==> src/rtl/fb_scan_pkg.sv <==
// Shared types and default sizes for the frame-buffer scan-out engine.
package fb_scan_pkg;
  localparam int unsigned FB_AW         = 20;
  localparam int unsigned FB_DW         = 24;
  localparam int unsigned FB_LINE_LOG2  = 8;
  localparam int unsigned FB_LINES_LOG2 = 8;

  typedef enum logic [1:0] {
    ST_IDLE  = 2'b00,
    ST_FETCH = 2'b01,
    ST_DRAIN = 2'b10
  } state_e;

  typedef struct packed {
    logic [7:0] r;
    logic [7:0] g;
    logic [7:0] b;
  } rgb_t;
endpackage

==> src/rtl/fb_scan_if.sv <==
// IM read port plus display-side pixel stream of the scan-out engine.
interface fb_scan_if;
  logic [fb_scan_pkg::FB_AW-1:0] im_a;
  logic                          im_rd;
  logic [fb_scan_pkg::FB_DW-1:0] im_q;
  logic                          pix_valid;
  logic                          pix_ready;
  fb_scan_pkg::rgb_t             pix_data;
  logic                          pix_sol;
  logic                          pix_eol;
  logic                          pix_eof;

  modport master (
    output im_a, im_rd, pix_valid, pix_data, pix_sol, pix_eol, pix_eof,
    input  im_q, pix_ready
  );

  modport slave (
    input  im_a, im_rd, pix_valid, pix_data, pix_sol, pix_eol, pix_eof,
    output im_q, pix_ready
  );
endinterface

==> src/rtl/fb_scan_px_fifo.sv <==
// Two-entry synchronous pixel FIFO with synchronous flush.
module px_fifo #(
  parameter int unsigned DW = 24
) (
  input  logic          clk,
  input  logic          flush,
  input  logic          push,
  input  logic          pop,
  input  logic [DW-1:0] din,
  output logic [DW-1:0] dout,
  output logic          empty,
  output logic          full,
  output logic [1:0]    count
);
  logic [DW-1:0] mem [2];
  logic          wr_ptr;
  logic          rd_ptr;
  logic          do_push;
  logic          do_pop;

  assign do_pop  = pop && (count != 2'd0);
  assign do_push = push && ((count != 2'd2) || do_pop);

  always_ff @(posedge clk) begin
    if (flush) begin
      mem[0] <= '0;
      mem[1] <= '0;
      wr_ptr <= 1'b0;
      rd_ptr <= 1'b0;
      count  <= 2'd0;
    end else begin
      if (do_push) begin
        mem[wr_ptr] <= din;
        wr_ptr      <= ~wr_ptr;
      end
      if (do_pop) rd_ptr <= ~rd_ptr;
      count <= count + 2'(do_push) - 2'(do_pop);
    end
  end

  assign dout  = mem[rd_ptr];
  assign empty = (count == 2'd0);
  assign full  = (count == 2'd2);
endmodule

==> src/rtl/fb_scan.sv <==
// Frame-buffer scan-out: walks a LINE x LINES frame from fb_base and streams
// tagged RGB pixels over valid/ready, reading IM with one-cycle latency.
module fb_scan import fb_scan_pkg::*; #(
  parameter int unsigned LINE_LOG2  = FB_LINE_LOG2,
  parameter int unsigned LINES_LOG2 = FB_LINES_LOG2
) (
  input  logic             clk,
  input  logic             reset,
  input  logic             start,
  input  logic             abort,
  input  logic [FB_AW-1:0] fb_base,
  fb_scan_if.master        bus,
  output logic             busy,
  output logic             done
);
  localparam int unsigned AW = FB_AW;
  localparam int unsigned DW = FB_DW;
  localparam int unsigned PW = LINE_LOG2 + LINES_LOG2;

  state_e                state;
  state_e                state_next;
  logic                  done_next;
  logic [AW-1:0]         base_r;
  logic [LINE_LOG2-1:0]  ix;
  logic [LINE_LOG2-1:0]  ox;
  logic [LINES_LOG2-1:0] iy;
  logic [LINES_LOG2-1:0] oy;
  logic                  inflight;
  logic                  issue;
  logic                  pop;
  logic                  flush;
  logic                  fifo_empty;
  logic                  fifo_full_unused;
  logic [1:0]            fifo_count;
  logic [2:0]            occ_after;
  logic [DW-1:0]         fifo_head;

  assign flush = reset | abort;
  assign pop   = bus.pix_valid & bus.pix_ready;

  // Only issue when the returning word is sure to find a free slot.
  assign occ_after = 3'(fifo_count) + 3'(inflight) - 3'(pop);
  assign issue     = (state == ST_FETCH) && !flush && (occ_after < 3'd2);

  px_fifo #(.DW(DW)) u_fifo (
    .clk   (clk),
    .flush (flush),
    .push  (inflight),
    .pop   (pop),
    .din   (bus.im_q),
    .dout  (fifo_head),
    .empty (fifo_empty),
    .full  (fifo_full_unused),
    .count (fifo_count)
  );

  assign bus.im_rd     = issue;
  assign bus.im_a      = base_r + AW'({iy, ix});
  assign bus.pix_valid = !fifo_empty;
  assign bus.pix_data  = rgb_t'(fifo_head);
  assign bus.pix_sol   = !fifo_empty && (ox == '0);
  assign bus.pix_eol   = !fifo_empty && (&ox);
  assign bus.pix_eof   = !fifo_empty && (&ox) && (&oy);
  assign busy          = (state != ST_IDLE);

  // State register and done pulse.
  always_ff @(posedge clk) begin
    if (reset) begin
      state <= ST_IDLE;
      done  <= 1'b0;
    end else begin
      state <= state_next;
      done  <= done_next;
    end
  end

  // Leave DRAIN on the edge that retires the last pixel so done lands in IDLE.
  always_comb begin
    state_next = state;
    done_next  = 1'b0;
    case (state)
      ST_IDLE:  if (start) state_next = ST_FETCH;
      ST_FETCH: if (issue && (&{iy, ix})) state_next = ST_DRAIN;
      ST_DRAIN: begin
        if (!inflight && (fifo_empty || ((fifo_count == 2'd1) && pop))) begin
          state_next = ST_IDLE;
          done_next  = 1'b1;
        end
      end
      default:  state_next = ST_IDLE;
    endcase
    if (abort) begin
      state_next = ST_IDLE;
      done_next  = 1'b0;
    end
  end

  // Issue/output counters, base latch and in-flight flag.
  always_ff @(posedge clk) begin
    if (reset) begin
      base_r   <= '0;
      ix       <= '0;
      iy       <= '0;
      ox       <= '0;
      oy       <= '0;
      inflight <= 1'b0;
    end else if (abort) begin
      ix       <= '0;
      iy       <= '0;
      ox       <= '0;
      oy       <= '0;
      inflight <= 1'b0;
    end else begin
      inflight <= issue;
      if ((state == ST_IDLE) && start) begin
        base_r <= fb_base;
        ix     <= '0;
        iy     <= '0;
        ox     <= '0;
        oy     <= '0;
      end
      if (issue) {iy, ix} <= PW'({iy, ix} + PW'(1));
      if (pop)   {oy, ox} <= PW'({oy, ox} + PW'(1));
    end
  end
endmodule

==> src/flat_wrapper.sv <==
// flat-port wrapper written by rule: the top's interface ports become plain ports
module fb_scan_flat import fb_scan_pkg::*;
#(
  parameter int unsigned LINE_LOG2  = FB_LINE_LOG2,
  parameter int unsigned LINES_LOG2 = FB_LINES_LOG2
)
  (clk, reset, start, abort, fb_base, busy, done, bus_im_a, bus_im_rd, bus_pix_valid, bus_pix_data, bus_pix_sol, bus_pix_eol, bus_pix_eof, bus_im_q, bus_pix_ready);
  fb_scan_if bus_i ();
  input  logic clk;
  input  logic reset;
  input  logic start;
  input  logic abort;
  input  logic [FB_AW-1:0] fb_base;
  output logic busy;
  output logic done;
  output wire logic [$bits(bus_i.im_a)-1:0] bus_im_a;
  output wire logic [$bits(bus_i.im_rd)-1:0] bus_im_rd;
  output wire logic [$bits(bus_i.pix_valid)-1:0] bus_pix_valid;
  output wire logic [$bits(bus_i.pix_data)-1:0] bus_pix_data;
  output wire logic [$bits(bus_i.pix_sol)-1:0] bus_pix_sol;
  output wire logic [$bits(bus_i.pix_eol)-1:0] bus_pix_eol;
  output wire logic [$bits(bus_i.pix_eof)-1:0] bus_pix_eof;
  input wire logic [$bits(bus_i.im_q)-1:0] bus_im_q;
  input wire logic [$bits(bus_i.pix_ready)-1:0] bus_pix_ready;
  assign bus_im_a = bus_i.im_a;
  assign bus_im_rd = bus_i.im_rd;
  assign bus_pix_valid = bus_i.pix_valid;
  assign bus_pix_data = bus_i.pix_data;
  assign bus_pix_sol = bus_i.pix_sol;
  assign bus_pix_eol = bus_i.pix_eol;
  assign bus_pix_eof = bus_i.pix_eof;
  assign bus_i.im_q = bus_im_q;
  assign bus_i.pix_ready = bus_pix_ready;
  fb_scan #(.LINE_LOG2(LINE_LOG2), .LINES_LOG2(LINES_LOG2)) u_core (.clk(clk), .reset(reset), .start(start), .abort(abort), .fb_base(fb_base), .bus(bus_i), .busy(busy), .done(done));
endmodule
==> config.mk <==
export PLATFORM = sky130hd
export DESIGN_NAME = fb_scan_flat
export DESIGN_NICKNAME = d
export VERILOG_FILES = /design/src/rtl/fb_scan_pkg.sv /design/src/rtl/fb_scan_if.sv /design/src/rtl/fb_scan_px_fifo.sv /design/src/rtl/fb_scan.sv /design/src/flat_wrapper.sv
export SDC_FILE = /design/constraint.sdc
export NUM_CORES = 1
export LEC_CHECK = 0
export ABC_AREA = 1
export BUFFER_PORTS_ARGS = -buffer_cell sky130_fd_sc_hd__buf_2
export CORE_MARGIN = 3
export CORE_UTILIZATION = 43
export DETAILED_ROUTE_END_ITERATION = 12
export MAX_ROUTING_LAYER = met4
export PLACE_DENSITY_LB_ADDON = 0.1
export SYNTH_ARGS = -nofsm -noshare
export SYNTH_HDL_FRONTEND = slang
export SYNTH_SLANG_ARGS = --single-unit
==> constraint.sdc <==
create_clock -name clk -period 5.05 [get_ports clk]
set_input_delay 1.2625 -clock clk [delete_from_list [all_inputs] [get_ports clk]]
set_output_delay 1.2625 -clock clk [all_outputs]
set_load 0.01 [all_outputs]
==> results_dict.tcl <==
set metrics [dict create \
    status "finished clean" \
    grt.total_usage 0.198 \
    tns_ns 0 \
    worst_pin_slew_ns 1.12 \
    regArea_sq_mm 0.00266 \
    antenna_found_initial 1 \
    yosysWarningCount 0 \
    critPathCaptureType "primary output" \
    multiInputGateArea_sq_mm 0.00290 \
    synth_cell_types 33 \
    synth_top_area_cell "edfxtp_1" \
    fill_cells 1373 \
    root_buffer "clkbuf_16" \
    vias 5397 \
    setup_viol 0 \
    wl_per_cell_um 13.6 \
    pwr-share-seq 0.525 \
    finalCritPeriodShare 0.865 \
    drt-met1-wl_um 6600 \
    ioPinCount 100 \
    maxCapViolCount 0 \
    layout_common_cells "nand2_1, nor2_1, inv_1, buf_2, dfxtp_1" \
    postCtsSetupBuffers 0 \
    critPathTopFamily "adder cells" \
    cpPeakStageDelay_ns 0.49 \
    min_from "u_core.state[0]" \
    row_count 42 \
    grt_start_max_net_pins 41 \
    setup_ws_ns 0.681 \
    crit_type "in -> out" \
    place_ws_ns 0.676 \
    clock_power_share 0.390 \
    wl_met3_um 619 \
    die_width_um 125 \
    p_int_uw 1360 \
    clockBufferDepth 2 \
    cts_tree "yes" \
    crit_buf_inv 3 \
    grt_pass1_wl_um 24700 \
    power.switching_uw 470 \
    min_to "u_core.done" \
    syn_inst 810 \
    layout.nets 977 \
    place_congestion 0.904 \
    holdBufCountCts 0 \
    antenna_left 0 \
    drive_gt1_frac 0.168 \
    crit_required_ns 3.79 \
    combPwrFrac 0.085 \
    cp_max_fo 3 \
    die_h_um 125 \
    max_freq_mhz 229 \
    powerDensity_mw_per_mm2 259 \
    cp_slowest_cell "fa_1" \
    clock_latency_ns 0.36 \
    r2r_slack_ns 2.07 \
    crit_top_cell "buf_2" \
    finalHoldViolCount 0 \
    syn_nets 882 \
    crit_chain "buf_2 > inv_1 > nor2_2 > ha_1 > or2_2 > fa_1 > nand2_1 > nor3_4 > buf_2" \
    ff2ff_path_depth 11 \
    cts_max_level 3 \
    cts_sinks 109 \
    route.detailed.drc 0 \
    cts_repair_resize_count 0 \
    rr_endpoint "u_core.iy[0]" \
    syn_area_per_cell_sq_um 7.51 \
    fp.coreArea_sq_mm 0.0136 \
    final_common_cell "nand2_1" \
    worst_slew_margin_rel 0.249 \
    critPathArrivalTime_ns 3.11 \
    drt-initial-drc-count 435 \
    hold_slack_ns 0.454 \
    synth_top_cell_area_share 0.237 \
    clock_skew_ns 0.00584 \
    hold_path_class "reg -> reg" \
    ys_seq_area_frac 0.438 \
    dieArea_sq_mm 0.0156 \
    r2r-start "u_core.u_fifo.count[1]" \
    dr_wl_met2_um 7210 \
    grt_pass1_vias 5335 \
    period_minus_slack_ns 4.37 \
    syn_area_sq_mm 0.00608 \
    area_delta_synth_final_pct 15.9 \
    port_buffers 99 \
    numCtsBuffers 9 \
    synth.area.top_cells "edfxtp_1, dfxtp_1, nand2_1" \
    topRoutingLayerUsed "met4" \
    hold_depth 1 \
    path_clk_slew_ns 0.08 \
    hpwlAfterDp_um 10800 \
    post_drt_via_cell_ratio 4.97 \
    overflow 0 \
    leakagePower_uw 0.00332 \
    ir_drop_v 0.000161 \
    slew_viol_final 0 \
    p_sw_frac 0.257 \
    dr.pass1.iters 5 \
    start_util 0.449 \
    routed_wl_um 14800 \
    ys_ff_latch 109 \
    rsz0062_at_grt "false" \
    start_kind "input port" \
]
logic make-up after synthesis:
family / count (synthesis) / share of synthesized area
and+or+nand+nor: 415 / 0.278
buffers and inverters: 136 / 0.0860
DFF: 109 / 0.438
AOI/OAI and AO/OA: 91 / 0.0872
muxes: 24 / 0.0444
adders and majority gates: 23 / 0.0498
xor gates and xnor gates: 12 / 0.0173
worst register-to-register path, stage by stage (launching register included):
cell and delay [ns]:
dfxtp_1 0.40, nor2_1 0.34, nor2_2 0.08, ha_1 0.29, or2_2 0.30, fa_1 0.38
xor2_1 0.32, nor3_4 0.07, buf_4 0.22, nor2_2 0.27, nand2_1 0.09, a21oi_1 0.15
area by class of cell:
cell class / instances / share of cell area
Multi-Input combinational cell: 565 / 0.411
Antenna cell: 1 / 0.000355
Sequential cell: 109 / 0.378
Timing Repair Buffer: 104 / 0.0756
Tap cell: 176 / 0.0312
Clock inverter: 7 / 0.0103
Inverter: 116 / 0.0618
Clock buffer: 9 / 0.0319
routing by layer:
metal,vias to the layer above,track usage
li1,2806,-
met1,2420,0.233
met2,141,0.344
met3,30,0.0337
met4,0,0.0657
met5,-,-
Yosys cell counts:
| cell | n |
|---|---|
| a211oi_1 | 23 |
| a21boi_0 | 3 |
| a21oi_1 | 39 |
| a22oi_1 | 1 |
| and2_1 | 2 |
| buf_1 | 1 |
| buf_2 | 1 |
| buf_4 | 1 |
| buf_6 | 1 |
| clkbuf_1 | 16 |
| dfxtp_1 | 61 |
| edfxtp_1 | 48 |
| fa_1 | 2 |
| ha_1 | 21 |
| inv_1 | 114 |
| inv_2 | 2 |
| mux2_2 | 24 |
| nand2_1 | 191 |
| nand3_1 | 48 |
| nand3b_1 | 1 |
| nand4_1 | 6 |
| nor2_1 | 151 |
| nor2_2 | 2 |
| nor2_4 | 1 |
| nor3_1 | 5 |
| nor3_4 | 1 |
| nor4_1 | 4 |
| o21ai_0 | 20 |
| o21ai_1 | 2 |
| o21bai_1 | 3 |
| or2_2 | 3 |
| xnor2_1 | 2 |
| xor2_1 | 10 |
how the worst max path moves through the flow:
stage / from / endpoint / slack [ns] / cells after the start
after floorplan: bus_pix_ready / bus_im_rd / 0.50 / 9
after global placement: bus_pix_ready / bus_im_rd / 0.69 / 9
after detailed placement: bus_pix_ready / bus_im_rd / 0.68 / 9
after CTS: bus_pix_ready / bus_im_rd / 0.67 / 9
after global routing: bus_pix_ready / bus_im_rd / 0.58 / 9
final: bus_pix_ready / bus_im_rd / 0.68 / 9
power by group through the flow:
stage          combinational (uW)  clock (uW)  sequential (uW)
2_1_floorplan                95.0           0              975
3_3_place_gp                  155           0              979
3_5_place_dp                  156           0              980
4_1_cts                       157         730              959
5_1_grt                       174         765              963
6_report                      155         714              959
state kept, by name, summed over array words and instances (netlist names), 2 cells and up, named ones only:
register             flops
u_core.ix                8
u_core.base_r           20
u_core.u_fifo.mem       48
u_core.state             2
u_core.iy                8
u_core.u_fifo.count      2
u_core.oy                8
u_core.ox                8
stage by stage:
stage | std cells | area (sq um) | power (uW) | utilization
after floorplan | 810 | 6080 | 1070 | -
after CTS | 1086 | 7050 | 1850 | 0.520
final | 1087 | 7050 | 1830 | 0.520
after global routing | 1087 | 7050 | 1900 | 0.520
after detailed placement | 1070 | 6750 | 1140 | 0.498
after global placement | 1070 | 6750 | 1130 | 0.498
(Power assumes the default switching activity.)
